File: src/rtl/hazard_forward_unit.sv
`default_nettype none
// hazard_forward_unit: scoreboard-based operand forwarding, load-use stall and
// branch flush control with saturating stall/flush performance counters.
module hazard_forward_unit #(
  parameter int REG_ADDR_W   = 5,
  parameter int DEPTH        = 3,
  parameter int LOAD_LAT     = 1,
  parameter int FLUSH_CYCLES = 2,
  parameter int CNT_W        = 16
) (
  input  logic                  clk,
  input  logic                  rst_n,
  input  logic                  id_valid,
  input  logic [REG_ADDR_W-1:0] id_rs1,
  input  logic [REG_ADDR_W-1:0] id_rs2,
  input  logic                  id_use_rs1,
  input  logic                  id_use_rs2,
  input  logic [REG_ADDR_W-1:0] id_rd,
  input  logic                  id_we,
  input  logic                  id_load,
  input  logic                  br_taken,
  output logic [DEPTH-1:0]      fwd_a_sel,
  output logic [DEPTH-1:0]      fwd_b_sel,
  output logic                  stall,
  output logic                  flush,
  output logic [CNT_W-1:0]      stall_cnt,
  output logic [CNT_W-1:0]      flush_cnt
);

  localparam int FCNT_W = (FLUSH_CYCLES > 2) ? $clog2(FLUSH_CYCLES - 1) : 1;
  localparam logic [FCNT_W-1:0] FCNT_RELOAD =
    FCNT_W'((FLUSH_CYCLES > 1) ? (FLUSH_CYCLES - 2) : 0);

  typedef enum logic {ST_RUN = 1'b0, ST_FLUSH = 1'b1} state_t;

  state_t                  state;
  logic [FCNT_W-1:0]       fcnt;
  logic [DEPTH-1:0]        sb_v;
  logic [DEPTH-1:0]        sb_ld;
  logic [REG_ADDR_W-1:0]   sb_rd [DEPTH];

  logic [DEPTH-1:0]        win_a, win_b;
  logic                    lu_a, lu_b, load_use;

  // Descending scan so the youngest (lowest-index) match overwrites older ones.
  always_comb begin
    win_a = '0;
    win_b = '0;
    lu_a  = 1'b0;
    lu_b  = 1'b0;
    for (int i = DEPTH - 1; i >= 0; i--) begin
      if (sb_v[i] && (sb_rd[i] == id_rs1) && (id_rs1 != '0) && id_use_rs1 && id_valid) begin
        win_a    = '0;
        win_a[i] = 1'b1;
        lu_a     = sb_ld[i] && (i < LOAD_LAT);
      end
      if (sb_v[i] && (sb_rd[i] == id_rs2) && (id_rs2 != '0) && id_use_rs2 && id_valid) begin
        win_b    = '0;
        win_b[i] = 1'b1;
        lu_b     = sb_ld[i] && (i < LOAD_LAT);
      end
    end
  end

  // flush is gated by rst_n so an in-reset br_taken cannot leak out.
  assign load_use  = lu_a | lu_b;
  assign flush     = rst_n & (br_taken | (state == ST_FLUSH));
  assign stall     = load_use & ~flush;
  assign fwd_a_sel = load_use ? '0 : win_a;
  assign fwd_b_sel = load_use ? '0 : win_b;

  always_ff @(posedge clk or negedge rst_n) begin
    if (!rst_n) begin
      sb_v  <= '0;
      sb_ld <= '0;
      for (int i = 0; i < DEPTH; i++) sb_rd[i] <= '0;
    end else begin
      for (int i = DEPTH - 1; i > 0; i--) begin
        sb_v[i]  <= sb_v[i-1];
        sb_ld[i] <= sb_ld[i-1];
        sb_rd[i] <= sb_rd[i-1];
      end
      sb_v[0]  <= id_valid & id_we & (id_rd != '0) & ~stall & ~flush;
      sb_ld[0] <= id_load;
      sb_rd[0] <= id_rd;
    end
  end

  always_ff @(posedge clk or negedge rst_n) begin
    if (!rst_n) begin
      state <= ST_RUN;
      fcnt  <= '0;
    end else begin
      case (state)
        ST_RUN: begin
          if (br_taken && (FLUSH_CYCLES > 1)) begin
            state <= ST_FLUSH;
            fcnt  <= FCNT_RELOAD;
          end
        end
        ST_FLUSH: begin
          if (br_taken) begin
            fcnt <= FCNT_RELOAD;
          end else if (fcnt == '0) begin
            state <= ST_RUN;
          end else begin
            fcnt <= fcnt - 1'b1;
          end
        end
        default: state <= ST_RUN;
      endcase
    end
  end

  always_ff @(posedge clk or negedge rst_n) begin
    if (!rst_n) begin
      stall_cnt <= '0;
      flush_cnt <= '0;
    end else begin
      if (stall && (stall_cnt != '1)) stall_cnt <= stall_cnt + CNT_W'(1);
      if (flush && (flush_cnt != '1)) flush_cnt <= flush_cnt + CNT_W'(1);
    end
  end

endmodule
`default_nettype wire

File: config.mk
export PLATFORM = sky130hd
export DESIGN_NAME = hazard_forward_unit
export DESIGN_NICKNAME = d
export VERILOG_FILES = /design/src/rtl/hazard_forward_unit.sv
export SDC_FILE = /design/constraint.sdc
export NUM_CORES = 1
export LEC_CHECK = 0
export BUFFER_PORTS_ARGS = -buffer_cell sky130_fd_sc_hd__buf_4
export CAP_MARGIN = 20
export CORE_ASPECT_RATIO = 1.1
export CORE_UTILIZATION = 56
export DETAILED_ROUTE_END_ITERATION = 12
export PLACE_DENSITY_LB_ADDON = 0.08
export SETUP_SLACK_MARGIN = 0.02
export SLEW_MARGIN = 25
export SYNTH_ARGS = -nofsm -noshare
export SYNTH_HDL_FRONTEND = slang
export SYNTH_SLANG_ARGS = --single-unit
File: constraint.sdc
create_clock -name clk -period 4.11 [get_ports clk]
set_input_delay 0.822 -clock clk [delete_from_list [all_inputs] [get_ports clk]]
set_output_delay 0.822 -clock clk [all_outputs]
set_load 0.02 [all_outputs]
==> flow_metrics.py <==
metrics = {
    "placement": {
        "pre_cts_slack_ps": 932,
        "dp_hpwl_um": 3840,
        "gp_congestion": 0.880,
        "port_buffers": 62,
        "place_inst": 321,
    },
    "drt": {
        "vias": 1792,
        "wl_um": 5000,
        "drc_errors": 0,
        "first_pass_iters": 4,
        "drtIter0Drc": 88,
        "wl_per_cell_um": 15.2,
        "ant_nets": 0,
        "viasPerCell": 5.45,
    },
    "worst_setup_path": {
        "reg2reg_from": "sb_rd[14]",
        "worstPathMaxFanout": 6,
        "cp-end-kind": "primary output",
        "required_ps": 3290,
        "cp_top_family": "simple AND/OR/NAND/NOR gates",
        "cp_slowest_cell": "or3_1",
        "path_buf_inv": 2,
        "critPathLaunchType": "input pin",
        "cpMostUsedCell": "buf_4",
        "slowest_delay_ps": 360,
        "worstPathArrival_ps": 2360,
        "reg2regPathDepth": 5,
        "crit_type": "in2out",
        "r2r_end": "stall_cnt[1]",
        "path_cells": "buf_4, or3_1, o311a_1, nand4_2, o21ai_1, nor3b_1, buf_4",
        "r2r_setup_slack_ps": 1620,
    },
    "worst_hold_path": {
        "hold_start": "sb_v[1]",
        "min_to": "sb_v[2]",
        "hold_depth": 0,
        "hp-class": "reg2reg",
    },
    "timing": {
        "worst_slack_ps": 930,
        "worst_pin_slew_ps": 874,
        "fin_crit_ps": 3180,
        "fin_crit_sh": 0.774,
        "setup_tns_ps": 0,
        "max_slew_margin": 0.417,
        "rsz0062_at_grt": "false",
        "slew_viol_final": 0,
        "hold_violations": 0,
        "finalSetupViolCount": 0,
        "fin_skew_ps": 3.78,
        "fmaxAchievable_ghz": 0.314,
    },
    "power_and_ir_drop": {
        "power_per_cell_area_nw_per_um2": 360,
        "ir_drop_mv": 0.386,
        "leakage_nw": 1.47,
        "pwr-share-comb": 0.189,
        "internal_power_w": 0.000790,
        "swShare": 0.285,
        "clockPowerShare": 0.268,
        "switchingPower_w": 0.000315,
        "seqPwrFrac": 0.543,
    },
    "clock_tree": {
        "htreeDepth": 2,
        "post_cts_buffers": 0,
        "cts_buffers": 5,
        "clk_pin_slew_ps": 90,
        "cts_resized": 0,
        "clock_latency_ps": 300,
        "root_buffer": "clkbuf_8",
        "ctsHoldBuffers": 0,
        "clk_path_buf_depth": 2,
        "cts_tree": "built",
        "clock_sinks": 52,
    },
    "synth": {
        "avgSynthCellArea_sq_um": 11.8,
        "ys_ff_latch": 52,
        "async_flop_share": 1.00,
        "synth_cell_types": 31,
        "synth_top_area_share": 0.530,
        "syn_area_sq_um": 2450,
        "yosysWarnings": 0,
        "synthTopCellsByArea": "dfrtp_1, xnor2_1, xor2_1",
        "yosysSeqAreaShare": 0.530,
        "syn_inst": 208,
        "yosys_most_used_dff": "dfrtp_1",
        "synth_area_leader_cell": "dfrtp_1",
        "synth_most_common_cell": "dfrtp_1",
        "synth_edf_count": 0,
        "synth.top_cells.by_count": "dfrtp_1, xnor2_1, xor2_1",
        "synth_nets": 233,
    },
    "layout": {
        "final_nets": 301,
        "layout-drive-gt1-share": 0.282,
        "syn2layout_area_growth_pct": 25.1,
        "multi_input_area_sq_um": 1110,
        "finalNonFillerCells": 329,
        "fin_util": 0.752,
        "regArea_sq_um": 1300,
        "antenna-diode-count": 0,
        "fill_cells": 310,
    },
    "flow_run": {
        "maxCapViolCount": 0,
    },
    "floorplan": {
        "pin_count": 63,
        "num_rows": 24,
        "start_util": 0.601,
        "die_x_um": 65.1,
        "core_sq_um": 4080,
        "die_area_sq_um": 4650,
        "die_height_um": 71.4,
    },
    "global_route": {
        "grt_pass1_wl_um": 8440,
        "grt_max_degree": 53,
        "antenna_found_initial": 0,
        "grt_pass1_vias": 1790,
        "overflow": 0,
        "track_usage": 0.241,
    },
    "status": {
        "outcome": "finished clean",
    },
}
[logic make-up (layout without fill, tap and decap cells)]
logic type	after synthesis	count (layout)	synth area share
AOI/OAI and AO/OA	13	13	0.0464
xor gates and xnor gates	58	58	0.207
muxes	2	2	0.00918
buffers and inverters	8	77	0.0153
DFF	52	52	0.530
adders and majority gates	2	2	0.0102
and+or+nand+nor	73	73	0.182
[state kept, by name, indices dropped and copies added, names as in the netlist]
name and count:
flush_cnt 16, sb_v 3, sb_rd 15, sb_ld 1, state 1, stall_cnt 16
[metrics by stage]
stage	area (sq um)	hold slack, ps	total power (W)
2_1_floorplan	2450	373	0.000715
3_3_place_gp	2980	406	0.000818
3_5_place_dp	2980	395	0.000822
4_1_cts	3070	417	0.00112
5_1_grt	3070	430	0.00115
6_report	3070	416	0.00110
[worst register-to-register path: stages (launching register included)]
cell	delay (ps)
dfrtp_1	420
xor2_1	180
nor4_2	340
nand4_2	230
a221oi_2	800
mux2_1	400
[how the worst max path moves through the flow]
stage / start / endpoint / slack, ps / depth (start not counted)
2_1_floorplan: id_rs1[0] / fwd_a_sel[2] / 980 / 5
3_3_place_gp: id_rs1[0] / fwd_a_sel[2] / 990 / 7
3_5_place_dp: id_rs2[0] / fwd_b_sel[2] / 930 / 7
4_1_cts: id_rs2[0] / fwd_b_sel[2] / 920 / 7
5_1_grt: id_rs1[0] / fwd_a_sel[2] / 850 / 7
6_report: id_rs2[0] / fwd_b_sel[2] / 930 / 7
[per-layer routing]
metal	routed length (um)	global-route usage	part of all wire
met5	0	0	0
met1	2210	0.315	0.44
met2	2460	0.395	0.49
met4	97	0.0797	0.019
met3	231	0.0589	0.046
[power by group through the flow]
| stage | combinational [W] | sequential [W] | clock, W |
|---|---|---|---|
| global placement | 0.000208 | 0.000610 | 0 |
| finish | 0.000208 | 0.000600 | 0.000296 |
| detailed placement | 0.000212 | 0.000610 | 0 |
| floorplan | 0.0000741 | 0.000641 | 0 |
| CTS | 0.000212 | 0.000601 | 0.000305 |
| global route | 0.000225 | 0.000608 | 0.000322 |
[layout make-up]
| cell class | instances | area share |
|---|---|---|
| sequential | 52 | 0.424 |
| multi-input combinational | 148 | 0.363 |
| timing repair buffer | 63 | 0.154 |
| clock buffer | 7 | 0.0281 |
| tap | 52 | 0.0212 |
| inverter | 6 | 0.00733 |
| clock inverter | 1 | 0.00244 |
[layout by cell type, fill, tap and decap left out, drive strengths merged]
| cell type | n |
|---|---|
| nand3 | 11 |
| nor3b | 2 |
| ha | 2 |
| nand2 | 10 |
| a21oi | 4 |
| or4 | 1 |
| and3 | 10 |
| nor4 | 7 |
| buf | 63 |
| or3 | 2 |
| nor2 | 7 |
| o311a | 3 |
| nand4 | 19 |
| and4 | 1 |
| clkbuf | 7 |
| nor3 | 1 |
| xor2 | 26 |
| clkinvlp | 1 |
| a31oi | 1 |
| o21ai | 3 |
| nor2b | 1 |
| a221oi | 1 |
| dfrtp | 52 |
| xnor2 | 32 |
| inv | 6 |
| mux2 | 2 |
| and2 | 1 |
| o2111ai | 1 |
Note: power is estimated with default switching activity, not from simulation.
